File: src/rtl/vga_console_pkg.sv
// ----------------------------------------------------------------------------
// vga_console_pkg
// Shared definitions for the text-mode console writer:
//   - default grid geometry (COLS_DEF x ROWS_DEF) and the fill byte
//   - control-code constants (BS, TAB, LF, FF, CR)
//   - FSM state encoding (TAB only exists when VGA_CONSOLE_TAB_EN is defined)
//   - is_printable() helper for the 0x20..0x7E range
// Optional feature macro: VGA_CONSOLE_TAB_EN
// ----------------------------------------------------------------------------
package vga_console_pkg;

    localparam int         COLS_DEF = 100;
    localparam int         ROWS_DEF = 37;
    localparam logic [7:0] FILL_DEF = 8'h20;

    localparam logic [7:0] CH_BS  = 8'h08;
    localparam logic [7:0] CH_TAB = 8'h09;
    localparam logic [7:0] CH_LF  = 8'h0A;
    localparam logic [7:0] CH_FF  = 8'h0C;
    localparam logic [7:0] CH_CR  = 8'h0D;

    typedef enum logic [1:0] {
        IDLE         = 2'd0,
        CLEAR_LINE   = 2'd1,
        CLEAR_SCREEN = 2'd2
`ifdef VGA_CONSOLE_TAB_EN
        ,
        TAB          = 2'd3
`endif
    } state_e;

    function automatic logic is_printable(input logic [7:0] b);
        return (b >= 8'h20) && (b <= 8'h7E);
    endfunction

endpackage

File: src/rtl/vga_console_writer_if.sv
// ----------------------------------------------------------------------------
// vga_console_writer_if
// Byte-stream input handshake plus framebuffer write port and cursor status.
//   char_in/char_valid/char_ready : byte source -> writer (valid/ready)
//   busy                          : multi-cycle operation in progress
//   fb_data/fb_addr/fb_we         : framebuffer write port, one cell per cycle
//   cursor_col/cursor_row         : current cursor position
// Modports: master = byte source / framebuffer sink, slave = console writer.
// ----------------------------------------------------------------------------
interface vga_console_writer_if #(
    parameter int ADDR_W = 12
);
    logic [7:0]        char_in;
    logic              char_valid;
    logic              char_ready;
    logic              busy;
    logic [7:0]        fb_data;
    logic [ADDR_W-1:0] fb_addr;
    logic              fb_we;
    logic [6:0]        cursor_col;
    logic [5:0]        cursor_row;

    modport master (
        output char_in, char_valid,
        input  char_ready, busy, fb_data, fb_addr, fb_we, cursor_col, cursor_row
    );

    modport slave (
        input  char_in, char_valid,
        output char_ready, busy, fb_data, fb_addr, fb_we, cursor_col, cursor_row
    );
endinterface

File: src/rtl/vga_console_cursor.sv
// ----------------------------------------------------------------------------
// vga_console_cursor
// Cursor tracker: column, row and row_base (= row*COLS, kept incrementally so
// no multiplier is needed).
// Ports:
//   clk50, rst          : clock, synchronous active-high reset
//   advance             : col+1, wrapping into a row advance at the last column
//   newline             : col=0 and row advance
//   back                : col-1 when col>0
//   cret                : col=0, row unchanged
//   home                : col=0, row=0
//   col, row            : current position (registered)
//   addr                : row_base + col, the cell under the cursor
//   wrap                : cursor sits in the last column (advance would wrap)
// Command priority: home > newline > advance > back > cret.
// ----------------------------------------------------------------------------
module vga_console_cursor #(
    parameter int COLS   = 100,
    parameter int ROWS   = 37,
    parameter int ADDR_W = 12
) (
    input  logic              clk50,
    input  logic              rst,
    input  logic              advance,
    input  logic              newline,
    input  logic              back,
    input  logic              cret,
    input  logic              home,
    output logic [6:0]        col,
    output logic [5:0]        row,
    output logic [ADDR_W-1:0] addr,
    output logic              wrap
);

    logic [6:0]        col_q, col_d;
    logic [5:0]        row_q, row_d;
    logic [ADDR_W-1:0] base_q, base_d;
    logic              row_adv;

    assign wrap = (col_q == 7'(COLS - 1));

    always_comb begin
        // NOTE: every signal written here gets a default first, otherwise an
        // untaken branch would infer a latch.
        col_d   = col_q;
        row_d   = row_q;
        base_d  = base_q;
        row_adv = 1'b0;

        if (home) begin
            col_d  = '0;
            row_d  = '0;
            base_d = '0;
        end else if (newline || (advance && wrap)) begin
            col_d   = '0;
            row_adv = 1'b1;
        end else if (advance) begin
            col_d = col_q + 7'd1;
        end else if (back && (col_q != '0)) begin
            col_d = col_q - 7'd1;
        end else if (cret) begin
            col_d = '0;
        end

        // Last row wraps straight back to the top; there is no scrolling.
        if (row_adv) begin
            if (row_q == 6'(ROWS - 1)) begin
                row_d  = '0;
                base_d = '0;
            end else begin
                row_d  = row_q + 6'd1;
                base_d = base_q + ADDR_W'(COLS);
            end
        end
    end

    always_ff @(posedge clk50) begin
        // NOTE: sequential state uses non-blocking assignments so every flop
        // samples the pre-edge values, independent of statement order.
        if (rst) begin
            col_q  <= '0;
            row_q  <= '0;
            base_q <= '0;
        end else begin
            col_q  <= col_d;
            row_q  <= row_d;
            base_q <= base_d;
        end
    end

    assign col  = col_q;
    assign row  = row_q;
    assign addr = base_q + ADDR_W'(col_q);

endmodule

File: src/rtl/vga_console_writer.sv
// ----------------------------------------------------------------------------
// vga_console_writer
// Text-mode front end for the vga_controller framebuffer. Accepts bytes over a
// valid/ready handshake, writes printable bytes at the cursor and interprets
// CR, LF, BS and FF (plus TAB when VGA_CONSOLE_TAB_EN is defined). Row advances
// clear the new row; FF clears the whole screen.
// Ports:
//   clk50 : 50 MHz system clock
//   rst   : synchronous active-high reset; aborts any clear in progress
//   bus   : vga_console_writer_if.slave (byte handshake, framebuffer write
//           port, busy, cursor position); all outputs are registered
// Optional feature macro: VGA_CONSOLE_TAB_EN
// The interface ADDR_W parameter must match this module's ADDR_W.
// ----------------------------------------------------------------------------
module vga_console_writer
    import vga_console_pkg::*;
#(
    parameter int         COLS   = COLS_DEF,
    parameter int         ROWS   = ROWS_DEF,
    parameter int         ADDR_W = 12,
    parameter logic [7:0] FILL   = FILL_DEF
) (
    input  logic                 clk50,
    input  logic                 rst,
    vga_console_writer_if.slave  bus
);

    state_e            state_q, state_d;
    logic [ADDR_W-1:0] cnt_q, cnt_d;
    logic              fb_we_q, fb_we_d;
    logic [ADDR_W-1:0] fb_addr_q, fb_addr_d;
    logic [7:0]        fb_data_q, fb_data_d;
    logic              char_ready_q;
    logic              busy_q;

    logic              cur_advance, cur_newline, cur_back, cur_cret, cur_home;
    logic [6:0]        cur_col;
    logic [5:0]        cur_row;
    logic [ADDR_W-1:0] cur_addr;
    logic              cur_wrap;
    logic              accept;

    vga_console_cursor #(
        .COLS   (COLS),
        .ROWS   (ROWS),
        .ADDR_W (ADDR_W)
    ) u_cursor (
        .clk50   (clk50),
        .rst     (rst),
        .advance (cur_advance),
        .newline (cur_newline),
        .back    (cur_back),
        .cret    (cur_cret),
        .home    (cur_home),
        .col     (cur_col),
        .row     (cur_row),
        .addr    (cur_addr),
        .wrap    (cur_wrap)
    );

    // char_ready_q is registered as (next state == IDLE), so it always equals
    // (state_q == IDLE) outside reset.
    assign accept = bus.char_valid && char_ready_q;

    always_comb begin
        state_d     = state_q;
        cnt_d       = cnt_q;
        fb_we_d     = 1'b0;
        fb_addr_d   = fb_addr_q;
        fb_data_d   = fb_data_q;
        cur_advance = 1'b0;
        cur_newline = 1'b0;
        cur_back    = 1'b0;
        cur_cret    = 1'b0;
        cur_home    = 1'b0;

        case (state_q)
            IDLE: begin
                if (accept) begin
                    if (is_printable(bus.char_in)) begin
                        // Write lands at the old cursor; the row advance (if
                        // any) and its line clear follow.
                        fb_we_d     = 1'b1;
                        fb_addr_d   = cur_addr;
                        fb_data_d   = bus.char_in;
                        cur_advance = 1'b1;
                        if (cur_wrap) begin
                            state_d = CLEAR_LINE;
                            cnt_d   = '0;
                        end
                    end else begin
                        case (bus.char_in)
                            CH_LF: begin
                                cur_newline = 1'b1;
                                state_d     = CLEAR_LINE;
                                cnt_d       = '0;
                            end
                            CH_CR: cur_cret = 1'b1;
                            CH_BS: begin
                                if (cur_col != '0) begin
                                    cur_back  = 1'b1;
                                    fb_we_d   = 1'b1;
                                    fb_addr_d = cur_addr - ADDR_W'(1);
                                    fb_data_d = FILL;
                                end
                            end
                            CH_FF: begin
                                cur_home = 1'b1;
                                state_d  = CLEAR_SCREEN;
                                cnt_d    = '0;
                            end
`ifdef VGA_CONSOLE_TAB_EN
                            CH_TAB: state_d = TAB;
`endif
                            default: ;
                        endcase
                    end
                end
            end

            // Cursor already sits at col 0 of the new row, so cur_addr is the
            // row base here.
            CLEAR_LINE: begin
                fb_we_d   = 1'b1;
                fb_addr_d = cur_addr + cnt_q;
                fb_data_d = FILL;
                if (cnt_q == ADDR_W'(COLS - 1)) begin
                    state_d = IDLE;
                end else begin
                    cnt_d = cnt_q + ADDR_W'(1);
                end
            end

            CLEAR_SCREEN: begin
                fb_we_d   = 1'b1;
                fb_addr_d = cnt_q;
                fb_data_d = FILL;
                if (cnt_q == ADDR_W'(ROWS * COLS - 1)) begin
                    state_d = IDLE;
                end else begin
                    cnt_d = cnt_q + ADDR_W'(1);
                end
            end

`ifdef VGA_CONSOLE_TAB_EN
            // One FILL per cycle; stop once the next column is a multiple of 8
            // or the row wraps.
            TAB: begin
                fb_we_d     = 1'b1;
                fb_addr_d   = cur_addr;
                fb_data_d   = FILL;
                cur_advance = 1'b1;
                if (cur_wrap) begin
                    state_d = CLEAR_LINE;
                    cnt_d   = '0;
                end else if (cur_col[2:0] == 3'd7) begin
                    state_d = IDLE;
                end
            end
`endif

            default: state_d = IDLE;
        endcase
    end

    always_ff @(posedge clk50) begin
        if (rst) begin
            state_q      <= IDLE;
            cnt_q        <= '0;
            fb_we_q      <= 1'b0;
            fb_addr_q    <= '0;
            fb_data_q    <= '0;
            char_ready_q <= 1'b0;
            busy_q       <= 1'b0;
        end else begin
            state_q      <= state_d;
            cnt_q        <= cnt_d;
            fb_we_q      <= fb_we_d;
            fb_addr_q    <= fb_addr_d;
            fb_data_q    <= fb_data_d;
            char_ready_q <= (state_d == IDLE);
            busy_q       <= (state_d != IDLE);
        end
    end

    assign bus.char_ready = char_ready_q;
    assign bus.busy       = busy_q;
    assign bus.fb_we      = fb_we_q;
    assign bus.fb_addr    = fb_addr_q;
    assign bus.fb_data    = fb_data_q;
    assign bus.cursor_col = cur_col;
    assign bus.cursor_row = cur_row;

endmodule

File: src/flat_wrapper.sv
// flat-port wrapper written by rule: the top's interface ports become plain ports
module vga_console_writer_flat import vga_console_pkg::*;
#(
    parameter int         COLS   = COLS_DEF,
    parameter int         ROWS   = ROWS_DEF,
    parameter int         ADDR_W = 12,
    parameter logic [7:0] FILL   = FILL_DEF
)
  (clk50, rst, bus_char_in, bus_char_valid, bus_char_ready, bus_busy, bus_fb_data, bus_fb_addr, bus_fb_we, bus_cursor_col, bus_cursor_row);
  vga_console_writer_if #(.ADDR_W(ADDR_W)) bus_i ();
  input  logic clk50;
  input  logic rst;
  input wire logic [$bits(bus_i.char_in)-1:0] bus_char_in;
  input wire logic [$bits(bus_i.char_valid)-1:0] bus_char_valid;
  output wire logic [$bits(bus_i.char_ready)-1:0] bus_char_ready;
  output wire logic [$bits(bus_i.busy)-1:0] bus_busy;
  output wire logic [$bits(bus_i.fb_data)-1:0] bus_fb_data;
  output wire logic [$bits(bus_i.fb_addr)-1:0] bus_fb_addr;
  output wire logic [$bits(bus_i.fb_we)-1:0] bus_fb_we;
  output wire logic [$bits(bus_i.cursor_col)-1:0] bus_cursor_col;
  output wire logic [$bits(bus_i.cursor_row)-1:0] bus_cursor_row;
  assign bus_i.char_in = bus_char_in;
  assign bus_i.char_valid = bus_char_valid;
  assign bus_char_ready = bus_i.char_ready;
  assign bus_busy = bus_i.busy;
  assign bus_fb_data = bus_i.fb_data;
  assign bus_fb_addr = bus_i.fb_addr;
  assign bus_fb_we = bus_i.fb_we;
  assign bus_cursor_col = bus_i.cursor_col;
  assign bus_cursor_row = bus_i.cursor_row;
  vga_console_writer #(.COLS(COLS), .ROWS(ROWS), .ADDR_W(ADDR_W), .FILL(FILL)) u_core (.clk50(clk50), .rst(rst), .bus(bus_i));
endmodule
File: config.mk
export PLATFORM = sky130hd
export DESIGN_NAME = vga_console_writer_flat
export DESIGN_NICKNAME = d
export VERILOG_FILES = /design/src/rtl/vga_console_pkg.sv /design/src/rtl/vga_console_writer_if.sv /design/src/rtl/vga_console_cursor.sv /design/src/rtl/vga_console_writer.sv /design/src/flat_wrapper.sv
export SDC_FILE = /design/constraint.sdc
export NUM_CORES = 1
export LEC_CHECK = 0
export BUFFER_PORTS_ARGS = -buffer_cell sky130_fd_sc_hd__buf_2
export CORE_ASPECT_RATIO = 2
export CORE_MARGIN = 2
export CORE_UTILIZATION = 50
export CTS_CLUSTER_DIAMETER = 50
export DETAILED_ROUTE_END_ITERATION = 10
export PLACE_DENSITY = 0.81
export SKIP_LAST_GASP = 1
export SYNTH_ARGS = -nofsm -noshare
export SYNTH_HDL_FRONTEND = slang
export SYNTH_SLANG_ARGS = --single-unit
File: constraint.sdc
create_clock -name clk50 -period 9.2 [get_ports clk50]
set_input_delay 0.92 -clock clk50 [delete_from_list [all_inputs] [get_ports clk50]]
set_output_delay 0.92 -clock clk50 [all_outputs]
set_load 0.05 [all_outputs]
==> impl_metrics.ini <==
[run_status]
status = finished clean

[power_and_ir_drop]
power.density_nw_per_um2 = 145
ir_drop_mv = 0.0916
power_switching_uw = 162
intPower_uw = 537
p_sw_share_pct = 23.2
power_leakage_uw = 0.00206
pwr-share-seq_pct = 38.0
pwr-share-comb_pct = 7.9
p_clk_share_pct = 54.1

[sta]
hold_viol = 0
rsz0062_at_grt = false
max_clock_freq_ghz = 0.276
fin_crit_sh_pct = 39.3
max-slew-margin-rel_pct = 34.2
worstMarginPinSlew_ns = 0.983
period_minus_slack_ns = 3.62
setup_viol = 0
skew_ns = 0.00842
finalSetupTns_ns = 0
slew_viol_final = 0

[synthesis]
synth_flop_cell = dfxtp_1
synth_warnings = 0
ys_types = 69
synth.top_cells.by_area = dfxtp_1 28%, ha_1 8.2%, xnor2_1 4.7%
ys_seq_elements = 60
synth_edf_count = 0
ys_seq_area_share_pct = 28.2
async_reset_ff_share_pct = 0
synth_top_area_share_pct = 28.2
avgSynthCellArea_um2 = 7.97
synth_area_leader_cell = dfxtp_1
synth_nets = 574
syn_area_um2 = 4260
syn_inst = 534

[placement]
place_congestion = 0.938
hpwlAfterDp_um = 8790
io_buffer_count = 46

[critical_path]
cp_max_fo = 9
reg2reg_slack_ns = 5.58
crit_start = u_core.u_cursor.col[3]$_SDFFE_PP0P_
critical_path.endpoint = u_core.bus.fb_addr[11]$_SDFFE_PP0P_
cp_data_arrival_time_ns = 3.86
reg2regPathDepth = 11
critical_path_class = reg2reg
worstSetupEndpointType = flop
r2r-start = u_core.u_cursor.col[3]$_SDFFE_PP0P_
required_ns = 9.44
r2r-end = u_core.bus.fb_addr[11]$_SDFFE_PP0P_
cp-start-kind = flop

[layout]
drive_above_1_share_pct = 14.8
antenna_cells = 0
syn_to_final_growth_pct = 13.7
seqCellArea_um2 = 1200
multi_input_area_um2 = 2880
postLayoutCoreUtil_pct = 58.4
fin_nets = 609
num-fill-cells = 752

[cts]
root_buffer = clkbuf_16
postCtsSetupBuffers = 0
insertion_delay_ns = 0.34
clk_pin_slew_worst_paths_ns = 0.05
cts-resized-gates = 0
numCtsBuffers = 9
cts_tree = built
htreeDepth = 3
cts_sinks = 60
hold_buffers = 0
clock_path_buffers = 2

[global_routing]
grt_pass1_wl_um = 19200
gr-usage-met2_pct = 47.0
met1_usage_pct = 24.7
grt_max_degree = 34
grtUsageMet3_pct = 5.45
grt_usage_pct = 25.3
busiest_layer = met2
grt_pass1_vias = 4170
antenna_found_initial = 0
grt_overflow = 0

[die]
fp.dieArea_um2 = 9310
initial_core_util_pct = 51.4
rows = 47
pin_count = 47
die_w_um = 69.3
die_h_um = 135
core-area_um2 = 8290

[detailed_routing]
first_iter_violations = 375
viasPerCell = 6.34
drt_first_pass_iters = 5
routed_wl_um = 11800
wl_per_cell_um = 17.5
drc_errors = 0
drtAntennaViolNets = 0
num_vias = 4260

[min_path]
hold_path_depth = 2
hp-class = reg2reg

[run]
cap_viol_max_count = 0
## cells by family (layout without fill, tap and decap cells)
group | after synthesis | after routing | share of synthesized area [%]
muxes | 3 | 3 | 0.705
adders and majority gates | 29 | 29 | 8.70
AOI/OAI and AO/OA | 144 | 144 | 23.2
DFF | 60 | 60 | 28.2
buffers and inverters | 40 | 80 | 4.17
and+or+nand+nor | 218 | 218 | 26.6
xor gates and xnor gates | 40 | 40 | 8.40
## layer usage
metal	vias to the layer above	wire (µm)
met3	49	572
met2	166	6450
met4	0	575
li1	2024	-
met5	-	0
met1	2021	4190
## layout by cell type, fill, tap and decap left out, types with 7 or more instances in the layout
| cell | n |
|---|---|
| dfxtp_1 | 60 |
| nor2_1 | 52 |
| nand2_1 | 51 |
| buf_2 | 46 |
| o21ai_0 | 37 |
| a21oi_1 | 36 |
| ha_1 | 28 |
| nand3_1 | 25 |
| xnor2_1 | 23 |
| nor3_1 | 19 |
| inv_1 | 17 |
| xor2_1 | 16 |
| and3_1 | 10 |
| nand4_1 | 10 |
| a211oi_1 | 9 |
| clkbuf_16 | 9 |
| a21o_1 | 7 |
| nor3b_1 | 7 |
## registers in the layout, indices dropped and copies added, names as in the netlist
name / count
u_core.bus.fb_addr: 12
u_core.bus.fb_data: 8
u_core.bus.fb_we: 1
u_core.cnt_q: 12
u_core.state_q: 2
u_core.bus.char_ready: 1
u_core.u_cursor.row: 6
u_core.bus.busy: 1
u_core.u_cursor.base_q: 10
u_core.u_cursor.col: 7
## power by group through the flow
stage | sequential (µW) | clock, µW | combinational (µW)
finish | 266 | 378 | 55.6
global route | 266 | 389 | 59.4
CTS | 266 | 379 | 55.0
detailed placement | 271 | 0 | 54.6
global placement | 271 | 0 | 53.3
floorplan | 282 | 0 | 27.6
## critical path, cell delays in order, from the launching register on
cell       delay (ns)
dfxtp_1          0.49
ha_1             0.34
a21o_2           0.28
a21oi_1          0.28
xnor2_1          0.22
ha_1             0.33
o21a_1           0.13
a2111oi_0        0.64
o21ai_0          0.21
o21ai_0          0.14
xor2_1           0.12
o41ai_2          0.32
## worst min-delay path by stage
| stage | startpoint | slack (ns) | endpoint |
|---|---|---|---|
| global route | u_core.bus.fb_addr[5]$_SDFFE_PP0P_ | 0.47 | u_core.bus.fb_addr[5]$_SDFFE_PP0P_ |
| global placement | u_core.bus.fb_data[3]$_SDFFE_PP0P_ | 0.44 | u_core.bus.fb_data[3]$_SDFFE_PP0P_ |
| floorplan | u_core.u_cursor.base_q[11]$_SDFFE_PP0P_ | 0.45 | u_core.u_cursor.base_q[11]$_SDFFE_PP0P_ |
| CTS | u_core.bus.fb_addr[5]$_SDFFE_PP0P_ | 0.45 | u_core.bus.fb_addr[5]$_SDFFE_PP0P_ |
| detailed placement | u_core.bus.fb_addr[5]$_SDFFE_PP0P_ | 0.44 | u_core.bus.fb_addr[5]$_SDFFE_PP0P_ |
| finish | u_core.bus.fb_addr[5]$_SDFFE_PP0P_ | 0.44 | u_core.bus.fb_addr[5]$_SDFFE_PP0P_ |
## stage by stage
stage / hold WS, ns / setup WS (ns) / std cells / instance area, µm² / power (µW)
after detailed placement: 0.441 / 5.60 / 656 / 4500 / 326
after CTS: 0.448 / 5.57 / 672 / 4840 / 700
after floorplan: 0.451 / 5.56 / 534 / 4260 / 310
after global routing: 0.467 / 5.35 / 672 / 4840 / 715
after global placement: 0.438 / 5.74 / 656 / 4500 / 325
final: 0.444 / 5.58 / 672 / 4840 / 700
## synthesized netlist by cell type, types with 9 or more instances
library cell,instances
nor2_1,52
nand2_1,51
nor3_1,19
inv_1,17
o21ai_0,37
ha_1,28
dfxtp_1,60
a211oi_1,9
nand3_1,25
a21oi_1,36
and3_1,10
nand4_1,10
xnor2_1,23
clkbuf_1,13
xor2_1,16
## area by class of cell
class                   count  area share (%)
multi-input cells         434            59.5
flip-flops and latches     60            24.8
clock buffers              12            5.51
repair buffers             47            4.91
well taps                  98            2.53
clock inverters             4            1.45
inverters                  17            1.32
Note: power is estimated with default switching activity, not from simulation.
